--- src/rtl/softmax_pkg.sv ---
// rtl/softmax_pkg.sv - shared constants, state encoding and power-of-two LUTs for the softmax datapath
package softmax_pkg;

    // log2(e) in Q2.14, used to move exp() into the base-2 domain
    localparam int LOG2E_Q14 = 23637;

    // Q-format widths: input Q5.10, scaled exponent Q6.10, fractional power up to 17 bits
    localparam int IN_W    = 16;
    localparam int IN_FRAC = 10;
    localparam int T_W     = 17;
    localparam int P_W     = 17;
    localparam int SHIFT_W = 7;

    typedef enum logic [1:0] {
        ST_IDLE  = 2'd0,
        ST_RUN   = 2'd1,
        ST_DRAIN = 2'd2,
        ST_DONE  = 2'd3
    } exp_state_e;

    // L[k] = round(2^(k/32) * 32768)
    localparam logic [P_W-1:0] LUT_L [32] = '{
        17'd32768, 17'd33486, 17'd34219, 17'd34968,
        17'd35734, 17'd36516, 17'd37316, 17'd38133,
        17'd38968, 17'd39821, 17'd40693, 17'd41584,
        17'd42495, 17'd43425, 17'd44376, 17'd45348,
        17'd46341, 17'd47356, 17'd48393, 17'd49452,
        17'd50535, 17'd51642, 17'd52773, 17'd53928,
        17'd55109, 17'd56316, 17'd57549, 17'd58809,
        17'd60097, 17'd61413, 17'd62757, 17'd64132
    };

    // B[k] = round(2^(k/16) * 32768), with B[16] = 2.0 closing the last segment
    localparam logic [P_W-1:0] LUT_B [17] = '{
        17'd32768, 17'd34219, 17'd35734, 17'd37316,
        17'd38968, 17'd40693, 17'd42495, 17'd44376,
        17'd46341, 17'd48393, 17'd50535, 17'd52773,
        17'd55109, 17'd57549, 17'd60097, 17'd62757,
        17'd65536
    };

endpackage

--- src/rtl/exp_pow2_frac.sv ---
// rtl/exp_pow2_frac.sv - combinational 2^(f/1024) lookup; EXP_LINEAR_INTERP_EN selects interpolation
module exp_pow2_frac
    import softmax_pkg::*;
(
    input  logic [IN_FRAC-1:0] frac_i,
    output logic [P_W-1:0]     pow_o
);

`ifdef EXP_LINEAR_INTERP_EN
    logic [4:0]     seg;
    logic [4:0]     seg_next;
    logic [5:0]     rem;
    logic [P_W-1:0] base;
    logic [P_W-1:0] delta;
    logic [22:0]    prod;

    // 16-segment table with a linear correction from the low six fraction bits
    always_comb begin
        seg      = {1'b0, frac_i[9:6]};
        seg_next = seg + 5'd1;
        rem      = frac_i[5:0];
        base     = LUT_B[seg];
        delta    = LUT_B[seg_next] - base;
        prod     = {6'd0, delta} * {17'd0, rem};
        pow_o    = base + 17'(prod >> 6);
    end
`else
    logic unused_frac_lsbs;

    assign unused_frac_lsbs = ^frac_i[4:0];

    // direct 32-entry table indexed by the top five fraction bits
    always_comb begin
        pow_o = LUT_L[frac_i[9:5]];
    end
`endif

endmodule

--- src/rtl/exp_block_16.sv ---
// rtl/exp_block_16.sv - 3-stage exp() pipeline with vector counting; option EXP_LINEAR_INTERP_EN
module exp_block_16
    import softmax_pkg::*;
#(
    parameter int DATA_SIZE = 16,
    parameter int MAX_SHIFT = 16
) (
    input  logic                 clock_i,
    input  logic                 reset_i,
    input  logic [DATA_SIZE-1:0] exp_data_i,
    input  logic                 exp_data_valid_i,
    input  logic [7:0]           exp_number_of_data_i,
    output logic [DATA_SIZE-1:0] exp_data_o,
    output logic                 exp_data_valid_o,
    output logic                 exp_done_o
);

    logic                     accept;
    logic signed [IN_W-1:0]   xc;
    logic signed [31:0]       xc_ext;
    logic signed [31:0]       prod;
    logic signed [T_W-1:0]    t_d, t_q;
    logic                     v1_q;
    logic [SHIFT_W-1:0]       n_d, n_q;
    logic [P_W-1:0]           p_d, p_q;
    logic                     v2_q;
    logic [DATA_SIZE-1:0]     y_d, y_q;
    logic                     v3_q;
    exp_state_e               state_d, state_q;
    logic [7:0]               in_cnt_d, in_cnt_q;
    logic [7:0]               out_cnt_d, out_cnt_q;
    logic                     done_d, done_q;
    logic [7:0]               last_idx;

    // an empty vector length means the block does not take anything in
    assign accept   = exp_data_valid_i && (exp_number_of_data_i != 8'd0);
    assign last_idx = exp_number_of_data_i - 8'd1;

    // S1: clamp positive inputs to zero, scale by log2(e) with a flooring shift
    always_comb begin
        xc     = ($signed(exp_data_i) > 16'sd0) ? 16'sd0 : $signed(exp_data_i);
        xc_ext = 32'(xc);
        prod   = xc_ext * LOG2E_Q14;
        t_d    = 17'(prod >>> 14);
    end

    // S2: integer part becomes a right-shift count, fraction goes to the table
    always_comb begin
        n_d = 7'(-(t_q >>> IN_FRAC));
    end

    exp_pow2_frac u_pow2 (
        .frac_i (t_q[IN_FRAC-1:0]),
        .pow_o  (p_d)
    );

    // S3: apply the integer power; large shifts underflow to zero
    always_comb begin
        if (n_q >= 7'(MAX_SHIFT)) begin
            y_d = '0;
        end else begin
            y_d = DATA_SIZE'(p_q >> n_q);
        end
    end

    // pipeline registers; valid bits travel with their data
    always_ff @(posedge clock_i) begin
        if (reset_i) begin
            t_q  <= '0;
            v1_q <= 1'b0;
            n_q  <= '0;
            p_q  <= '0;
            v2_q <= 1'b0;
            y_q  <= '0;
            v3_q <= 1'b0;
        end else begin
            t_q  <= t_d;
            v1_q <= accept;
            n_q  <= n_d;
            p_q  <= p_d;
            v2_q <= v1_q;
            y_q  <= y_d;
            v3_q <= v2_q;
        end
    end

    // vector tracking: count inputs in, outputs out, flag completion
    always_comb begin
        state_d   = state_q;
        in_cnt_d  = in_cnt_q;
        out_cnt_d = out_cnt_q;
        done_d    = done_q;
        case (state_q)
            ST_IDLE, ST_DONE: begin
                if (accept) begin
                    done_d    = 1'b0;
                    out_cnt_d = 8'd0;
                    in_cnt_d  = 8'd1;
                    state_d   = (exp_number_of_data_i == 8'd1) ? ST_DRAIN : ST_RUN;
                end
            end
            ST_RUN: begin
                if (accept) begin
                    in_cnt_d = in_cnt_q + 8'd1;
                    if (in_cnt_q == last_idx) begin
                        state_d = ST_DRAIN;
                    end
                end
                if (v3_q) begin
                    out_cnt_d = out_cnt_q + 8'd1;
                end
            end
            ST_DRAIN: begin
                if (v3_q) begin
                    out_cnt_d = out_cnt_q + 8'd1;
                    if (out_cnt_q == last_idx) begin
                        state_d = ST_DONE;
                        done_d  = 1'b1;
                    end
                end
            end
            default: begin
                state_d = ST_IDLE;
            end
        endcase
    end

    // FSM and counter state
    always_ff @(posedge clock_i) begin
        if (reset_i) begin
            state_q   <= ST_IDLE;
            in_cnt_q  <= 8'd0;
            out_cnt_q <= 8'd0;
            done_q    <= 1'b0;
        end else begin
            state_q   <= state_d;
            in_cnt_q  <= in_cnt_d;
            out_cnt_q <= out_cnt_d;
            done_q    <= done_d;
        end
    end

    assign exp_data_o       = y_q;
    assign exp_data_valid_o = v3_q;
    assign exp_done_o       = done_q;

endmodule

--- config.mk ---
export PLATFORM = sky130hd
export DESIGN_NAME = exp_block_16
export DESIGN_NICKNAME = d
export VERILOG_FILES = /design/src/rtl/softmax_pkg.sv /design/src/rtl/exp_pow2_frac.sv /design/src/rtl/exp_block_16.sv
export SDC_FILE = /design/constraint.sdc
export NUM_CORES = 1
export LEC_CHECK = 0
export ABC_AREA = 1
export BUFFER_PORTS_ARGS = -buffer_cell sky130_fd_sc_hd__buf_2
export CORE_MARGIN = 1
export CORE_UTILIZATION = 64
export DETAILED_ROUTE_END_ITERATION = 6
export PLACE_DENSITY = 0.83
export SLEW_MARGIN = 15
export SYNTH_ARGS = -nofsm -noshare
export SYNTH_HDL_FRONTEND = slang
export SYNTH_SLANG_ARGS = --single-unit
--- constraint.sdc ---
create_clock -name clock_i -period 7.5 [get_ports clock_i]
set_clock_uncertainty 0.1 [all_clocks]
set_input_delay 0.375 -clock clock_i [delete_from_list [all_inputs] [get_ports clock_i]]
set_output_delay 0.375 -clock clock_i [all_outputs]
set_load 0.01 [all_outputs]
==> impl_results.md <==
* Outcome: finished clean
* Kind of path behind the tightest hold check: input pin to register
* Beginning of the worst hold path: exp_data_valid_i
* Origin of the critical flop-to-flop path: t_q[8]
* Path depth of the worst reg2reg path at 4
* Number of DRC violations after detailed routing at 0
* Overflow left after global routing at 0
* Number of buffers inserted during clock tree synthesis at 9
* Number of hold-slack violations in the final timing report at 0
* Gpl congestion at 0.959
* TritonCTS clock tree: built
* Area Overhead vs Synth at 8.08%
* Met3 routing resource usage after global routing at 2.83%
* Xor/xnor cell area share of the yosys netlist at 1.86%
* Sequential Power Share at 17.5%
* Gate power share at 69.6%
* Type of the worst setup path: input pin to register
* Net count reported at finish at 1493
* Number of vias per cell after detailed routing at 5.43
* Worst slew margin relative to its limit at 46.4%
* Share of synthesized cell area in full adder, half adder and majority cells at 36.4%
* Per-cell routed wire length at 13.9 um
* Max cap viols at 0
* Share of cell area taken by muxes after synthesis at 0.672%
* Largest vdd supply drop at 0.000142 V
* Site row count at 42
* FF+latch count, synth at 73
* Average size of a mapped cell at 7.36 um^2
* Syn. warnings at 0
* Async set or reset register ratio after synthesis at 0%
* Global-route wire length before repair at 34700 um
* Clock Tree Buf Depth at 2
* Global routing usage on met2 at 54.9%
* Critical path endpoint category: register
* Number of buffers added on ports at 44
* Clock network power share at 12.8%
* Slack of the worst reg-to-reg path at 5.23 ns
* Initial DRC Count at 453
* Synthesized net count at 1451
* Kind of start point of the critical path: input pin
* Final Critical Period at 6.46 ns
* Combined global-route utilization of all metal layers at 29.8%
* Final Setup Violations at 0
* Count of flip-flops with a built-in enable after synthesis at 0
* Count of distinct cell types in the synthesized netlist at 49
* Design Area, Final at 0.00966 mm^2
* Total via count after detailed routing at 7800
* Post-route clock period utilization at 86.1%
* Top-level port count at 45
* Die outline height at 120 um
* Max Fanout on Critical Path at 25
* Simple-gate portion of the synthesized area at 19.7%
* Detailed-placement wirelength estimate at 16400 um
* Residual antenna-violating net count after detailed routing at 0
* Count of hold buffers inserted by post-cts repair at 0
* End point of the worst hold path: v1_q
* Antenna violations before repair at 0
* Switching part of the total power at 52.5%
* CTS Root Buffer Type: sky130_fd_sc_hd__clkbuf_16
* Length of the first detailed-routing pass in iterations at 7
* RSZ-0062 raised after global routing: no
* Count of clock tree sinks at 73
* Number of standard cells after synthesis at 1214
* Core Area at 0.0135 mm^2
* Most common cell after layout, fill and taps aside: sky130_fd_sc_hd__inv_1
* Met1 layer usage reported by global route at 35.0%
* Area of the mapped netlist at 0.00894 mm^2
* Int Pwr at 1590 uW
* Initial Utilization at 66.4%
* Final setup TNS at 0 ns
* Clock latency reported for the late side of the worst-skew pair at 0.34 ns
* Primary FF master, synth: sky130_fd_sc_hd__dfxtp_1
* End of the worst register-to-register path: p_q[7]
* Placed cell areas at 0.00936 mm^2
* Diode insertion count for antenna repair at 0
* Post-Route WL at 20000 um
* Largest family of logic cells by synthesized area: adder cells
* Switching pwr at 1760 uW
* Clock transition at path regs at 0.06 ns
* Via count of the first global-routing pass at 7857
* Most crowded layer after global routing: met2
* Cell count of the worst hold path at 3
* Hold slack at 0.255 ns
* Die footprint at 0.0144 mm^2
* Clock H-tree levels at 3
* Fraction of layout cells with a size suffix above 1 at 6.98%
* Worst endpoint required time at 7.62 ns
* Transition time of the tightest slew-check pin at 0.799 ns
* Pin count of the biggest net entering global routing at 29
* Arrival time of data at the critical path endpoint at 6.58 ns
* Portion of the post-synthesis area used by sequential elements at 16.4%
* Final setup slack of the worst path at 1.04 ns
* Cell total after placement at 1421
* Cell Count, Final, Fillers Out at 1437
* Leakage power figure at 0.00529 uW
* Number of resized instances in the post-cts repair step at 0
* Share of the synthesized area in compound gates (AO/OA/AOI/OAI) at 12.1%
* Maximum frequency from static timing analysis at 0.155 GHz
* Commonest non-fill, non-tap cells in the layout: 281 x sky130_fd_sc_hd__inv_1, 198 x sky130_fd_sc_hd__nand2_1, 127 x sky130_fd_sc_hd__ha_1, 102 x sky130_fd_sc_hd__nor2_1, 83 x sky130_fd_sc_hd__fa_1
* Power Density at 347 mW/mm^2
* Number of max-slew violations in the final report at 0
* Width of the chip at 120 um
* Setup slack after placement at 0.682 ns
* Post-CTS setup repair buffer count at 0
-- final cells by class --
type | count | area [um^2]
inverters | 286 | 1070
multi-input cells | 834 | 6320
repair buffers | 52 | 280
fillers | 1098 | 3790
well taps | 176 | 220
clock buffers | 9 | 225
clock inverters | 7 | 78.8
flip-flops and latches | 73 | 1460
-- Yosys cell counts (all sizes together), types with 6 or more instances --
library cell    n  area [um^2]
fa             83         1660
a31oi           8         50.1
a21o            9         67.6
xnor2           6         52.6
ha            127         1590
a21oi          66          330
mux2i           6         60.1
nand2         203          790
dfxtp          73         1460
clkbuf         13         48.8
inv           284         1070
o22ai          15         93.8
nor3           19          100
nand3          53          270
xor2           13          114
nor2          107          424
nand4           7         43.8
o21ai          72          372
buf             8         33.8
-- critical path, cell delays in order --
cell	delay, ns
sky130_fd_sc_hd__buf_2	0.50
sky130_fd_sc_hd__inv_1	0.16
sky130_fd_sc_hd__nand2_1	0.27
sky130_fd_sc_hd__inv_1	0.15
sky130_fd_sc_hd__nor2_1	0.43
sky130_fd_sc_hd__fa_1	0.52
sky130_fd_sc_hd__ha_1	0.33
sky130_fd_sc_hd__fa_1	0.54
sky130_fd_sc_hd__inv_1	0.06
sky130_fd_sc_hd__fa_1	0.51
sky130_fd_sc_hd__inv_1	0.06
sky130_fd_sc_hd__fa_1	0.53
sky130_fd_sc_hd__inv_1	0.05
sky130_fd_sc_hd__fa_1	0.52
sky130_fd_sc_hd__inv_1	0.04
sky130_fd_sc_hd__ha_1	0.34
sky130_fd_sc_hd__nand2_1	0.13
sky130_fd_sc_hd__nor2_1	0.16
sky130_fd_sc_hd__nor3b_1	0.26
sky130_fd_sc_hd__nand3_1	0.10
sky130_fd_sc_hd__nand3_1	0.20
sky130_fd_sc_hd__a21oi_1	0.12
sky130_fd_sc_hd__o21ai_0	0.15
sky130_fd_sc_hd__a21oi_1	0.06
-- worst max path at each step --
stage	from	end	slack, ns	cells past startpoint
after floorplan	exp_data_i[15]	t_q[12]	1.37	24
after global placement	exp_data_i[15]	t_q[12]	0.94	24
after detailed placement	exp_data_i[15]	t_q[12]	0.68	24
after CTS	exp_data_i[15]	t_q[12]	1.05	24
after global routing	exp_data_i[15]	t_q[12]	0.54	24
final	exp_data_i[15]	t_q[12]	1.04	24
-- metrics by stage --
stage	util, %	power, uW
finish	71.8	3350
floorplan	-	2360
detailed placement	69.5	2890
global route	71.8	3710
global placement	69.5	2810
CTS	71.8	3340
-- power groups by stage --
| stage | registers, uW | logic [uW] | clock network (uW) |
|---|---|---|---|
| finish | 588 | 2330 | 430 |
| global route | 600 | 2660 | 454 |
| CTS | 585 | 2320 | 437 |
| detailed placement | 592 | 2300 | 0 |
| global placement | 590 | 2220 | 0 |
| floorplan | 549 | 1810 | 0 |
-- cells by family after synthesis --
kind of cell               count (synthesis)
DFF                                       73
muxes                                      6
buffers and inverters                    307
adders and majority gates                210
AOI/OAI and AO/OA                        191
xor gates and xnor gates                  19
and+or+nand+nor                          408
-- state kept, by name, indices dropped and copies added, names as in the netlist --
signal,cells
n_q,7
exp_data_o,16
t_q,12
v2_q,1
exp_data_valid_o,1
out_cnt_q,8
in_cnt_q,8
exp_done_o,1
state_q,2
v1_q,1
p_q,16
-- metal layers --
layer,routed length [um],part of all wire [%]
met4,716,3.6
met3,729,3.6
met5,0,0
met1,8470,42
met2,10100,51
Note: power is estimated with default switching activity, not from simulation.
